`src/rtl/hazard_forward_unit_if.sv`:
```
// Signal bundle between the pipeline registers and the hazard/forwarding unit.
// The master side is the pipeline control and the slave side is the unit itself.
interface hazard_forward_unit_if #(
   parameter int REG_AW  = 5,
   parameter int NUM_SRC = 2,
   parameter int CNT_W   = 16
);
   logic [NUM_SRC*REG_AW-1:0] IDEX_RS;
   logic [REG_AW-1:0]         EM_RD;
   logic                      EM_RegWrite;
   logic [REG_AW-1:0]         MW_RD;
   logic                      MW_RegWrite;
   logic                      IDEX_MemRead;
   logic [REG_AW-1:0]         IDEX_RD;
   logic [NUM_SRC*REG_AW-1:0] IFID_RS;
   logic [NUM_SRC-1:0]        IFID_RS_Used;
   logic                      flush;
   logic [2*NUM_SRC-1:0]      Forward;
   logic                      stall;
   logic                      bubble;
   logic [CNT_W-1:0]          stall_count;

   modport master (
      output IDEX_RS, EM_RD, EM_RegWrite, MW_RD, MW_RegWrite,
             IDEX_MemRead, IDEX_RD, IFID_RS, IFID_RS_Used, flush,
      input  Forward, stall, bubble, stall_count
   );

   modport slave (
      input  IDEX_RS, EM_RD, EM_RegWrite, MW_RD, MW_RegWrite,
             IDEX_MemRead, IDEX_RD, IFID_RS, IFID_RS_Used, flush,
      output Forward, stall, bubble, stall_count
   );
endinterface

```
`src/rtl/hazard_forward_unit.sv`:
```
// EX-stage operand forwarding plus load-use stall control for a NUM_SRC-operand pipeline.
// A load-use hazard holds PC/IF-ID and bubbles ID/EX for LOAD_STALL cycles unless a flush kills it.
module hazard_forward_unit #(
   parameter int REG_AW     = 5,
   parameter int NUM_SRC    = 2,
   parameter int LOAD_STALL = 1,
   parameter int CNT_W      = 16
) (
   input  logic                 clk,
   input  logic                 reset,
   hazard_forward_unit_if.slave bus
);

   typedef enum logic {
      IDLE,
      STALL
   } state_t;

   localparam logic [3:0] STALL_RELOAD = 4'(LOAD_STALL - 1);
   localparam bit         MULTI_CYCLE  = (LOAD_STALL > 1);

   state_t               state_q;
   state_t               state_d;
   logic [3:0]           cnt_q;
   logic [3:0]           cnt_d;
   logic [2*NUM_SRC-1:0] forward;
   logic [NUM_SRC-1:0]   src_hit;
   logic                 hz;
   logic                 stall_int;
   logic [CNT_W-1:0]     stall_count_q;

   // EX/MEM is the younger result, so it is tested first; register 0 is hard-wired and never forwarded.
   always_comb begin
      forward = '0;
      for (int i = 0; i < NUM_SRC; i++) begin
         if (bus.EM_RegWrite && (bus.EM_RD != '0) &&
             (bus.EM_RD == bus.IDEX_RS[i*REG_AW +: REG_AW])) begin
            forward[2*i +: 2] = 2'b10;
         end else if (bus.MW_RegWrite && (bus.MW_RD != '0) &&
                      (bus.MW_RD == bus.IDEX_RS[i*REG_AW +: REG_AW])) begin
            forward[2*i +: 2] = 2'b01;
         end
      end
   end

   always_comb begin
      src_hit = '0;
      for (int i = 0; i < NUM_SRC; i++) begin
         src_hit[i] = bus.IFID_RS_Used[i] &&
                      (bus.IFID_RS[i*REG_AW +: REG_AW] == bus.IDEX_RD);
      end
   end

   assign hz = bus.IDEX_MemRead && (bus.IDEX_RD != '0) && (|src_hit);

   always_ff @(posedge clk) begin
      if (reset) begin
         state_q <= IDLE;
         cnt_q   <= '0;
      end else begin
         state_q <= state_d;
         cnt_q   <= cnt_d;
      end
   end

   // While in STALL the held IF/ID is not re-checked; it is looked at again once back in IDLE.
   always_comb begin
      state_d = state_q;
      cnt_d   = cnt_q;
      if (bus.flush) begin
         state_d = IDLE;
         cnt_d   = '0;
      end else begin
         case (state_q)
            IDLE: begin
               if (hz && MULTI_CYCLE) begin
                  state_d = STALL;
                  cnt_d   = STALL_RELOAD;
               end
            end
            STALL: begin
               if (cnt_q <= 4'd1) begin
                  state_d = IDLE;
                  cnt_d   = '0;
               end else begin
                  cnt_d = cnt_q - 4'd1;
               end
            end
            default: begin
               state_d = IDLE;
               cnt_d   = '0;
            end
         endcase
      end
   end

   always_comb begin
      stall_int = 1'b0;
      if (!reset && !bus.flush) begin
         case (state_q)
            IDLE:    stall_int = hz;
            STALL:   stall_int = 1'b1;
            default: stall_int = 1'b0;
         endcase
      end
   end

   // Saturating so a long run of stalls never wraps back to a small, misleading value.
   always_ff @(posedge clk) begin
      if (reset) begin
         stall_count_q <= '0;
      end else if (stall_int && (stall_count_q != '1)) begin
         stall_count_q <= stall_count_q + 1'b1;
      end
   end

   assign bus.Forward     = forward;
   assign bus.stall       = stall_int;
   assign bus.bubble      = stall_int;
   assign bus.stall_count = stall_count_q;

endmodule
```
`src/flat_wrapper.sv`:
```
// flat-port wrapper written by rule: the top's interface ports become plain ports
module hazard_forward_unit_flat 
#(
   parameter int REG_AW     = 5,
   parameter int NUM_SRC    = 2,
   parameter int LOAD_STALL = 1,
   parameter int CNT_W      = 16
)
  (clk, reset, bus_IDEX_RS, bus_EM_RD, bus_EM_RegWrite, bus_MW_RD, bus_MW_RegWrite, bus_IDEX_MemRead, bus_IDEX_RD, bus_IFID_RS, bus_IFID_RS_Used, bus_flush, bus_Forward, bus_stall, bus_bubble, bus_stall_count);
  hazard_forward_unit_if #(.REG_AW(REG_AW), .NUM_SRC(NUM_SRC), .CNT_W(CNT_W)) bus_i ();
  input  logic clk;
  input  logic reset;
  input wire logic [$bits(bus_i.IDEX_RS)-1:0] bus_IDEX_RS;
  input wire logic [$bits(bus_i.EM_RD)-1:0] bus_EM_RD;
  input wire logic [$bits(bus_i.EM_RegWrite)-1:0] bus_EM_RegWrite;
  input wire logic [$bits(bus_i.MW_RD)-1:0] bus_MW_RD;
  input wire logic [$bits(bus_i.MW_RegWrite)-1:0] bus_MW_RegWrite;
  input wire logic [$bits(bus_i.IDEX_MemRead)-1:0] bus_IDEX_MemRead;
  input wire logic [$bits(bus_i.IDEX_RD)-1:0] bus_IDEX_RD;
  input wire logic [$bits(bus_i.IFID_RS)-1:0] bus_IFID_RS;
  input wire logic [$bits(bus_i.IFID_RS_Used)-1:0] bus_IFID_RS_Used;
  input wire logic [$bits(bus_i.flush)-1:0] bus_flush;
  output wire logic [$bits(bus_i.Forward)-1:0] bus_Forward;
  output wire logic [$bits(bus_i.stall)-1:0] bus_stall;
  output wire logic [$bits(bus_i.bubble)-1:0] bus_bubble;
  output wire logic [$bits(bus_i.stall_count)-1:0] bus_stall_count;
  assign bus_i.IDEX_RS = bus_IDEX_RS;
  assign bus_i.EM_RD = bus_EM_RD;
  assign bus_i.EM_RegWrite = bus_EM_RegWrite;
  assign bus_i.MW_RD = bus_MW_RD;
  assign bus_i.MW_RegWrite = bus_MW_RegWrite;
  assign bus_i.IDEX_MemRead = bus_IDEX_MemRead;
  assign bus_i.IDEX_RD = bus_IDEX_RD;
  assign bus_i.IFID_RS = bus_IFID_RS;
  assign bus_i.IFID_RS_Used = bus_IFID_RS_Used;
  assign bus_i.flush = bus_flush;
  assign bus_Forward = bus_i.Forward;
  assign bus_stall = bus_i.stall;
  assign bus_bubble = bus_i.bubble;
  assign bus_stall_count = bus_i.stall_count;
  hazard_forward_unit #(.REG_AW(REG_AW), .NUM_SRC(NUM_SRC), .LOAD_STALL(LOAD_STALL), .CNT_W(CNT_W)) u_core (.clk(clk), .reset(reset), .bus(bus_i));
endmodule
```
`config.mk`:
```
export PLATFORM = sky130hd
export DESIGN_NAME = hazard_forward_unit_flat
export DESIGN_NICKNAME = d
export VERILOG_FILES = /design/src/rtl/hazard_forward_unit_if.sv /design/src/rtl/hazard_forward_unit.sv /design/src/flat_wrapper.sv
export SDC_FILE = /design/constraint.sdc
export NUM_CORES = 1
export LEC_CHECK = 0
export BUFFER_PORTS_ARGS = -buffer_cell sky130_fd_sc_hd__buf_4
export CORE_MARGIN = 5
export CORE_UTILIZATION = 42
export CTS_BUF_LIST = sky130_fd_sc_hd__clkbuf_4 sky130_fd_sc_hd__clkbuf_8 sky130_fd_sc_hd__clkbuf_16
export CTS_CLUSTER_DIAMETER = 40
export CTS_CLUSTER_SIZE = 28
export DETAILED_ROUTE_END_ITERATION = 8
export PLACE_DENSITY = 0.72
export SLEW_MARGIN = 20
export SYNTH_ARGS = -nofsm -noshare
export SYNTH_HDL_FRONTEND = slang
export SYNTH_SLANG_ARGS = --single-unit
```
`constraint.sdc`:
```
create_clock -name clk -period 4.4 [get_ports clk]
set_input_delay 0.88 -clock clk [delete_from_list [all_inputs] [get_ports clk]]
set_output_delay 0.88 -clock clk [all_outputs]
set_load 0.01 [all_outputs]
```
==> run_results.csv, run 1 <==
group,metric,value,unit
status,status,"finished clean",
placement,dp.cells,285,
worst_setup_path,rr_worst_depth,7,
sta,tightest_slew,0.3928,ns
pwr,p_total,0.3676,mW
sta,hold_violations,0,
clock_tree,cts_root_buf,"clkbuf_4",
placement,pre_cts_ws,1.232,ns
worst_setup_path,slowest_stage,"or4_1",
sta,slew_viol_final,0,
global_routing,track_usage,16.47,%
logic_synthesis,synth-main-ff-cell,"dfxtp_1",
sta,slew_headroom,73.59,%
worst_setup_path,crit_fanout,3,
worst_hold_path,hold_class,"flop to flop",
cells_and_area,finalNonFillerCells,289,
drt,viasPerCell,5.270,
clock_tree,cts.sinks,21,
global_routing,use_met2,25.42,%
logic_synthesis,syn_inst,180,
sta,setup_tns,0,ns
clock_tree,clk_path_buf_depth,2,
logic_synthesis,synth-seq-cells,21,
logic_synthesis,yosysTopAreaCell,"dfxtp_1",
drt,routed_wl,3.873,mm
clock_tree,ctsHoldBuffers,0,
global_routing,gr-total-overflow,0,
die,core-area,3363,sq um
clock_tree,clk_pin_slew_worst_paths,0.11,ns
drt,drt_pass1_iterations,4,
clock_tree,h-tree-depth,1,
global_routing,grt.met3_usage,4.070,%
logic_synthesis,yosys.area.top_type_share,28.60,%
sta,finalSetupViolations,0,
worst_setup_path,cp_top_family,"simple AND/OR/NAND/NOR gates",
global_routing,grt_start_max_net_pins,21,
logic_synthesis,synth_most_common_cell,"dfxtp_1",
worst_setup_path,path_depth,6,
die,dieHeight,69.17,um
worst_setup_path,worstPathCellList,"buf_4 -> or4_1 -> o21ai_0 -> nor4_1 -> nor4_1 -> buf_4",
clock_tree,clkLatencyLatePin,0.30,ns
global_routing,grt_pass1_wl,6.831,mm
logic_synthesis,synth.yosys.seq_area_share,28.60,%
cells_and_area,final_util,59.90,%
drt,ant_nets,0,
worst_setup_path,cp_slowest_stage_delay,0.50,ns
run,maxCapViolCount,0,
sta,fmax,311.7,MHz
logic_synthesis,avgSynthCellArea,8.168,sq um
logic_synthesis,ys_top_cells_by_area,"dfxtp_1 29%, xnor2_1 9.5%, xor2_1 8.9%",
sta,skew,0.003750,ns
worst_setup_path,worstPathArrival,2.33,ns
die,ios,65,
sta,postLayoutSetupSlackWorst,1.192,ns
drt,vias,1523,
cells_and_area,final_layout_size_suffix_gt1_share,30.45,%
pwr,power.leakage,0.8122,nW
clock_tree,cts_buffers,3,
logic_synthesis,synthTopCellsByCount,"21 x dfxtp_1, 17 x nor2_1, 16 x xnor2_1",
die,num_rows,21,
die,die_area,4784,sq um
drt,first_iter_violations,31,
logic_synthesis,synthesis.area,1470,sq um
placement,place.gp.congestion,0.9085,
sta,layout_min_cycle_time,3.208,ns
worst_setup_path,end_kind,"output pin",
clock_tree,cts_resized,0,
sta,whs,0.5079,ns
logic_synthesis,yosys_warnings,0,
worst_setup_path,critPathLaunchType,"input pin",
placement,hpwl,3.076,mm
worst_setup_path,critPathKind,"input pin to output pin",
pwr,power_density,182.5,nW/um^2
global_routing,antenna_found_initial,0,
die,start_util,43.71,%
logic_synthesis,synth_edf_count,0,
logic_synthesis,async_flop_share,0,%
sta,fin_crit_sh,72.90,%
global_routing,grt_pass1_vias,1504,
placement,io_buffers,64,
cells_and_area,nets,290,
cells_and_area,final_cell_area,2014,sq um
global_routing,gr-usage-met1,22.77,%
pwr,ir_drop,0.0001394,V
logic_synthesis,syn_nets,226,
cells_and_area,diodes,0,
drt,post_drt_wl_per_cell,13.40,um
sta,rsz0062_at_grt,"no",
logic_synthesis,yosysUniqueCellTypes,40,
die,die_w,69.17,um
worst_setup_path,crit_buf_inv,2,
worst_hold_path,worstHoldPathCells,2,
clock_tree,cts_tree,"done",
clock_tree,post_cts.repair.setup_buffers,0,
cells_and_area,syn2layout_area_growth,37.02,%
placement,postPlaceCellArea,1984,sq um
drt,drc,0,
worst_setup_path,cp_data_required_time,3.52,ns
global_routing,busiest_layer,"met2",
==> state kept, by name, summed over array words and instances, names as in the netlist <==
register                cells
u_core.state_q              1
u_core.cnt_q                4
u_core.bus.stall_count     16
==> layout make-up <==
type	count	area, sq um
Clock buffer	4	30.03
Fill cell	319	1349
Inverter	5	18.77
Timing Repair Buffer	64	480.5
Multi-Input combinational cell	149	1007
Tap cell	46	57.56
Sequential cell	21	420.4
==> path summary, 6_finish.rpt <==
path	start	slack [ns]	endpoint
worst max-delay path	bus_EM_RD[1]	1.19	bus_Forward[2]
worst max register to register	u_core.bus.stall_count[0]	2.15	u_core.bus.stall_count[5]
worst min-delay path	u_core.cnt_q[2]	0.51	u_core.cnt_q[2]
worst min register to register	u_core.cnt_q[2]	0.51	u_core.cnt_q[2]
==> tightest hold or removal path, delay by kind of cell, from the launching register on <==
| family | cells | cell delay, ns |
|---|---|---|
| flops | 1 | 0.35 |
| compound gates | 1 | 0.06 |
| simple gates | 1 | 0.06 |
==> metal layers <==
metal	up-vias	share of wire [%]
met5	-	0
met4	0	0.39
met3	2	6.7
met2	60	44
met1	676	49
li1	785	-
==> power by group <==
group,switching [mW],internal [mW],leakage (nW)
combinational,0.0337,0.0441,0.625
clock,0.0582,0.0415,0.0184
sequential,0.0000915,0.190,0.169
==> placed cells by master (no fill, tap or decap), drive strengths merged, types with 3 or more instances in the layout <==
| cell type | count |
|---|---|
| a21oi | 8 |
| and3 | 3 |
| buf | 64 |
| clkbuf | 4 |
| dfxtp | 21 |
| ha | 3 |
| inv | 5 |
| mux2 | 4 |
| mux2i | 3 |
| nand2 | 14 |
| nand3 | 11 |
| nand4 | 5 |
| nor2 | 17 |
| nor2b | 4 |
| nor4 | 9 |
| o21ai | 5 |
| o31ai | 5 |
| or4 | 10 |
| xnor2 | 16 |
| xor2 | 15 |
==> logic make-up after synthesis <==
group	Yosys count	synth area share, %
AND/OR/NAND/NOR	81	29.45
XOR/XNOR	31	18.47
AO/OA/AOI/OAI	27	12.94
flip-flops	21	28.60
buffers and inverters	10	2.894
multiplexers	7	5.106
adder cells (fa/ha/maj)	3	2.553
(Power assumes the default switching activity.)
==> inputs of run 2 (changes only) <==
--- a/config.mk
+++ b/config.mk
@@ -12,7 +12,7 @@
 export CTS_CLUSTER_DIAMETER = 40
 export CTS_CLUSTER_SIZE = 28
 export DETAILED_ROUTE_END_ITERATION = 8
-export PLACE_DENSITY = 0.72
+export PLACE_DENSITY = 0.75
 export SLEW_MARGIN = 20
 export SYNTH_ARGS = -nofsm -noshare
 export SYNTH_HDL_FRONTEND = slang
==> constraint.sdc (replaced) <==
create_clock -name clk -period 2.93 [get_ports clk]
set_input_delay 0.586 -clock clk [delete_from_list [all_inputs] [get_ports clk]]
set_output_delay 0.586 -clock clk [all_outputs]
set_load 0.01 [all_outputs]
==> run_results.csv, run 2 (same netlist as run 1, synthesis figures left out) <==
group,metric,value,unit
clock_tree,h-tree-depth,1,
placement,dp.cells,285,
die,ios,65,
drt,routed_wl,3.898,mm
drt,vias,1555,
pwr,swShare,25.42,%
cells_and_area,final_cell_area,2014,sq um
cells_and_area,diodes,0,
worst_setup_path,cp_slowest_stage_delay,0.52,ns
worst_setup_path,worstPathCellList,"buf_4 -> or4_1 -> o21ai_0 -> nor4_1 -> nor4_1 -> buf_4",
global_routing,grt_pass1_vias,1487,
die,die_w,69.17,um
global_routing,gr-total-overflow,0,
sta,finalSetupViolations,0,
die,dieHeight,69.17,um
worst_setup_path,worstPathArrival,2.07,ns
cells_and_area,nets,290,
cells_and_area,multi_input_area,1007,sq um
sta,layout_min_cycle_time,2.657,ns
worst_setup_path,critPathLaunchType,"input pin",
sta,rsz0062_at_grt,"no",
pwr,ir_drop,0.0002025,V
die,num_rows,21,
clock_tree,clk_pin_slew_worst_paths,0.12,ns
cells_and_area,regArea,420.4,sq um
worst_setup_path,crit_end,"bus_Forward[0]",
status,status,"finished clean",
sta,hold_violations,0,
pwr,power.leakage,0.8122,nW
sta,slew_viol_final,0,
global_routing,antenna_found_initial,0,
placement,hpwl,3.103,mm
clock_tree,clk_path_buf_depth,2,
worst_setup_path,r2r_end,"u_core.bus.stall_count[5]",
clock_tree,cts_root_buf,"clkbuf_4",
drt,drc,0,
pwr,clkPwrFrac,27.6,%
drt,viasPerCell,5.381,
sta,fmax,376.3,MHz
worst_setup_path,startpoint,"bus_EM_RD[1]",
sta,postLayoutSetupSlackWorst,0.2726,ns
clock_tree,clkLatencyLatePin,0.31,ns
drt,first_iter_violations,34,
worst_setup_path,slowest_stage,"or4_1",
pwr,p_seq_share,51.4,%
die,start_util,43.71,%
cells_and_area,final_common_cell,"buf_4",
clock_tree,cts.sinks,21,
clock_tree,ctsHoldBuffers,0,
clock_tree,cts_resized,0,
global_routing,track_usage,16.06,%
pwr,pwr-share-comb,20.9,%
clock_tree,cts_buffers,3,
worst_hold_path,hold_class,"flop to flop",
drt,ant_nets,0,
die,die_area,4784,sq um
worst_setup_path,end_kind,"output pin",
worst_setup_path,critPathKind,"input pin to output pin",
cells_and_area,final_layout_size_suffix_gt1_share,30.45,%
cells_and_area,syn2layout_area_growth,37.02,%
pwr,p_int,0.4141,mW
global_routing,grt_start_max_net_pins,21,
worst_setup_path,crit_fanout,3,
clock_tree,post_cts.repair.setup_buffers,0,
sta,setup_tns,0,ns
sta,skew,0.004059,ns
placement,postPlaceCellArea,1984,sq um
cells_and_area,finalNonFillerCells,289,
worst_setup_path,r2r_slack,0.66,ns
worst_setup_path,rr_worst_depth,7,
drt,post_drt_wl_per_cell,13.49,um
run,maxCapViolCount,0,
cells_and_area,layout_common_cells,"64 x buf_4, 21 x dfxtp_1, 17 x nor2_1",
sta,fin_crit_sh,90.70,%
cells_and_area,largest_reg_flops,16,
placement,io_buffers,64,
die,core-area,3363,sq um
drt,drt_pass1_iterations,4,
clock_tree,cts_tree,"done",
pwr,p_switching,0.1412,mW
worst_setup_path,cp_data_required_time,2.34,ns
worst_hold_path,worstHoldPathCells,2,
worst_setup_path,worstReg2RegStart,"u_core.bus.stall_count[0]",
pwr,power_density,275.6,nW/um^2
global_routing,grt_pass1_wl,6.630,mm
placement,pre_cts_ws,0.2719,ns
placement,place.gp.congestion,0.8926,
sta,slew_headroom,72.36,%
sta,tightest_slew,0.4115,ns
cells_and_area,fillers,326,
==> run 2: cell counts in the layout (fill, tap and decap cells not counted) <==
Identical to the previous run, type by type.
==> run 2: worst min path at each step <==
stage                               start                         end
6_report                  u_core.cnt_q[2]             u_core.cnt_q[2]
5_1_grt                   u_core.cnt_q[2]             u_core.cnt_q[2]
4_1_cts                   u_core.cnt_q[2]             u_core.cnt_q[2]
3_5_place_dp   u_core.bus.stall_count[15]  u_core.bus.stall_count[15]
3_3_place_gp              u_core.cnt_q[2]             u_core.cnt_q[2]
2_1_floorplan             u_core.cnt_q[2]             u_core.cnt_q[2]
==> run 2: power by group through the flow <==
stage / Clock, mW / Combinational, mW / Sequential [mW]
6_report: 0.153 / 0.116 / 0.286
5_1_grt: 0.167 / 0.128 / 0.286
3_5_place_dp: 0 / 0.116 / 0.292
4_1_cts: 0.155 / 0.117 / 0.286
2_1_floorplan: 0 / 0.0497 / 0.292
3_3_place_gp: 0 / 0.115 / 0.292
==> run 2: area by class of cell <==
cell class,count,share of cell area (%)
timing repair buffer,64,23.85
multi-input combinational,149,50.00
inverter,5,0.9317
tap,46,2.857
clock buffer,4,1.491
sequential,21,20.87
==> run 2: critical path, delay by kind of cell <==
kind,cells,cell delay (ns)
AO/OA/AOI/OAI,1,0.25
AND/OR/NAND/NOR,3,0.94
buffers and inverters,2,0.30
==> run 2: metrics by stage <==
stage               utilization, %  hold slack [ns]  total power, mW
floorplan                        -           0.4577           0.3418
global placement             59.00           0.4792           0.4071
detailed placement           59.00           0.4907           0.4085
CTS                          59.90           0.5084           0.5574
global route                 59.90           0.5401           0.5799
finish                       59.90           0.5065           0.5552
==> run 2: metal layers <==
layer  routed length (um)  GRT usage [%]  share of wire (%)  vias to the layer above
li1                     -              -                  -                      787
met1                 1841          21.15                 47                      704
met2                 1794          26.06                 46                       60
met3                  230          3.343                5.9                        4
met4                   31          5.206               0.80                        0
met5                    0              0                  0                        -
==> inputs of run 3 (changes only) <==
--- a/config.mk
+++ b/config.mk
@@ -6,6 +6,7 @@
 export NUM_CORES = 1
 export LEC_CHECK = 0
 export BUFFER_PORTS_ARGS = -buffer_cell sky130_fd_sc_hd__buf_4
+export CORE_ASPECT_RATIO = 1.5
 export CORE_MARGIN = 5
 export CORE_UTILIZATION = 42
 export CTS_BUF_LIST = sky130_fd_sc_hd__clkbuf_4 sky130_fd_sc_hd__clkbuf_8 sky130_fd_sc_hd__clkbuf_16
==> run_results.csv, run 3 (same netlist as run 1, synthesis figures left out) <==
group,metric,value,unit
clock_tree,clk_pin_slew_worst_paths,0.08,ns
global_routing,gr-usage-met1,19.25,%
worst_setup_path,cp_data_required_time,2.34,ns
global_routing,grt_start_max_net_pins,21,
pwr,power_density,292.5,nW/um^2
sta,slew_viol_final,0,
worst_setup_path,crit_end,"bus_Forward[2]",
global_routing,use_met2,33.33,%
cells_and_area,syn2layout_area_growth,37.79,%
cells_and_area,final_layout_size_suffix_gt1_share,30.45,%
cells_and_area,fillers,329,
clock_tree,cts_resized,0,
worst_setup_path,worstReg2RegStart,"u_core.bus.stall_count[0]",
die,core-area,3383,sq um
drt,drt_pass1_iterations,4,
status,status,"finished clean",
sta,finalSetupViolations,0,
sta,tightest_slew,0.4120,ns
drt,first_iter_violations,65,
sta,skew,0.006207,ns
cells_and_area,final_util,59.87,%
drt,drc,0,
clock_tree,cts.sinks,21,
global_routing,antenna_found_initial,0,
sta,setup_tns,0,ns
die,die_w,58.31,um
global_routing,grt.met3_usage,3.266,%
worst_hold_path,hold_class,"flop to flop",
clock_tree,clk_path_buf_depth,2,
drt,routed_wl,4.083,mm
worst_setup_path,critPathLaunchType,"input pin",
die,start_util,43.45,%
worst_setup_path,end_kind,"output pin",
worst_setup_path,path_depth,6,
worst_setup_path,crit_fanout,3,
global_routing,gr-total-overflow,0,
worst_setup_path,cp_top_family,"simple AND/OR/NAND/NOR gates",
cells_and_area,final_common_cell,"buf_4",
worst_setup_path,worstPathCellList,"buf_4 -> or4_1 -> o21ai_0 -> nor4_1 -> nor4_1 -> buf_4",
sta,slew_headroom,72.32,%
sta,layout_min_cycle_time,2.602,ns
run,maxCapViolCount,0,
die,die_area,4808,sq um
global_routing,grt_pass1_vias,1513,
placement,io_buffers,64,
worst_setup_path,rr_worst_depth,7,
clock_tree,ctsHoldBuffers,0,
drt,viasPerCell,5.516,
sta,hold_violations,0,
placement,hpwl,3.289,mm
worst_setup_path,worstPathArrival,2.02,ns
worst_hold_path,worstHoldStart,"u_core.cnt_q[2]",
drt,ant_nets,0,
global_routing,grt_pass1_wl,6.762,mm
clock_tree,cts_root_buf,"clkbuf_8",
pwr,power.leakage,0.8193,nW
die,dieHeight,82.46,um
clock_tree,clkLatencyLatePin,0.26,ns
cells_and_area,nets,290,
worst_setup_path,critPathKind,"input pin to output pin",
worst_setup_path,r2r_end,"u_core.bus.stall_count[5]",
clock_tree,h-tree-depth,1,
cells_and_area,layout_common_cells,"64 x buf_4, 21 x dfxtp_1, 17 x nor2_1",
sta,rsz0062_at_grt,"no",
worst_setup_path,crit_buf_inv,2,
placement,place.gp.congestion,0.7959,
worst_setup_path,slowest_stage,"or4_1",
global_routing,busiest_layer,"met2",
cells_and_area,largest_reg_flops,16,
sta,fin_crit_sh,88.82,%
drt,post_drt_wl_per_cell,14.33,um
worst_setup_path,r2r_slack,0.71,ns
pwr,ir_drop,0.0003494,V
clock_tree,cts_tree,"done",
worst_setup_path,startpoint,"bus_EM_RD[1]",
die,ios,65,
drt,vias,1572,
clock_tree,post_cts.repair.setup_buffers,0,
worst_setup_path,cp_slowest_stage_delay,0.50,ns
global_routing,track_usage,17.64,%
sta,fmax,384.3,MHz
cells_and_area,diodes,0,
clock_tree,cts_buffers,3,
die,num_rows,26,
[run 3: cell types whose count changed in the layout (fill, tap and decap cells not counted)]
cell,change
clkbuf_4,-4
clkbuf_8,+3
clkinv_2,+1
[run 3: stage by stage]
step / total power [mW] / hold WS (ns) / setup slack [ns] / std cells / instance area, sq um
6_report: 0.5925 / 0.4950 / 0.3277 / 285 / 2026
3_3_place_gp: 0.4086 / 0.4783 / 0.3621 / 281 / 1979
2_1_floorplan: 0.3418 / 0.4577 / 0.4616 / 180 / 1470
5_1_grt: 0.6194 / 0.5256 / 0.1420 / 285 / 2026
3_5_place_dp: 0.4106 / 0.4930 / 0.3461 / 281 / 1979
4_1_cts: 0.6001 / 0.5031 / 0.3445 / 285 / 2026
[run 3: layer usage]
metal | part of all wire (%) | vias to the layer above
met5 | 0 | -
met4 | 1.2 | 0
met3 | 9.6 | 5
met2 | 51 | 66
met1 | 39 | 720
li1 | - | 781
[run 3: area by class of cell]
type / instances / area, sq um / area share [%]
clock buffer: 3 / 41.29 / 2.038
clock inverter: 1 / 5.005 / 0.2471
tap: 42 / 52.55 / 2.594
sequential: 21 / 420.4 / 20.75
inverter: 5 / 18.77 / 0.9265
timing repair buffer: 64 / 480.5 / 23.72
multi-input combinational: 149 / 1007 / 49.72
[run 3: worst min-delay path: cells and delay by family, from the launching register on]
| family | cells | cell delay (ns) |
|---|---|---|
| flip-flops | 1 | 0.33 |
| AO/OA/AOI/OAI | 1 | 0.06 |
| AND/OR/NAND/NOR | 1 | 0.06 |
[run 3: power breakdown]
group / total (mW) / switching [mW] / internal (mW)
Combinational: 0.119 / 0.0524 / 0.0662
Clock: 0.188 / 0.0936 / 0.0949
Sequential: 0.285 / 0.000130 / 0.285
[run 3: how the worst min path moves through the flow]
stage / end / cells after the start
floorplan: u_core.cnt_q[2] / 2
global route: u_core.cnt_q[2] / 2
detailed placement: u_core.cnt_q[2] / 2
finish: u_core.cnt_q[2] / 2
global placement: u_core.cnt_q[2] / 2
CTS: u_core.cnt_q[2] / 2
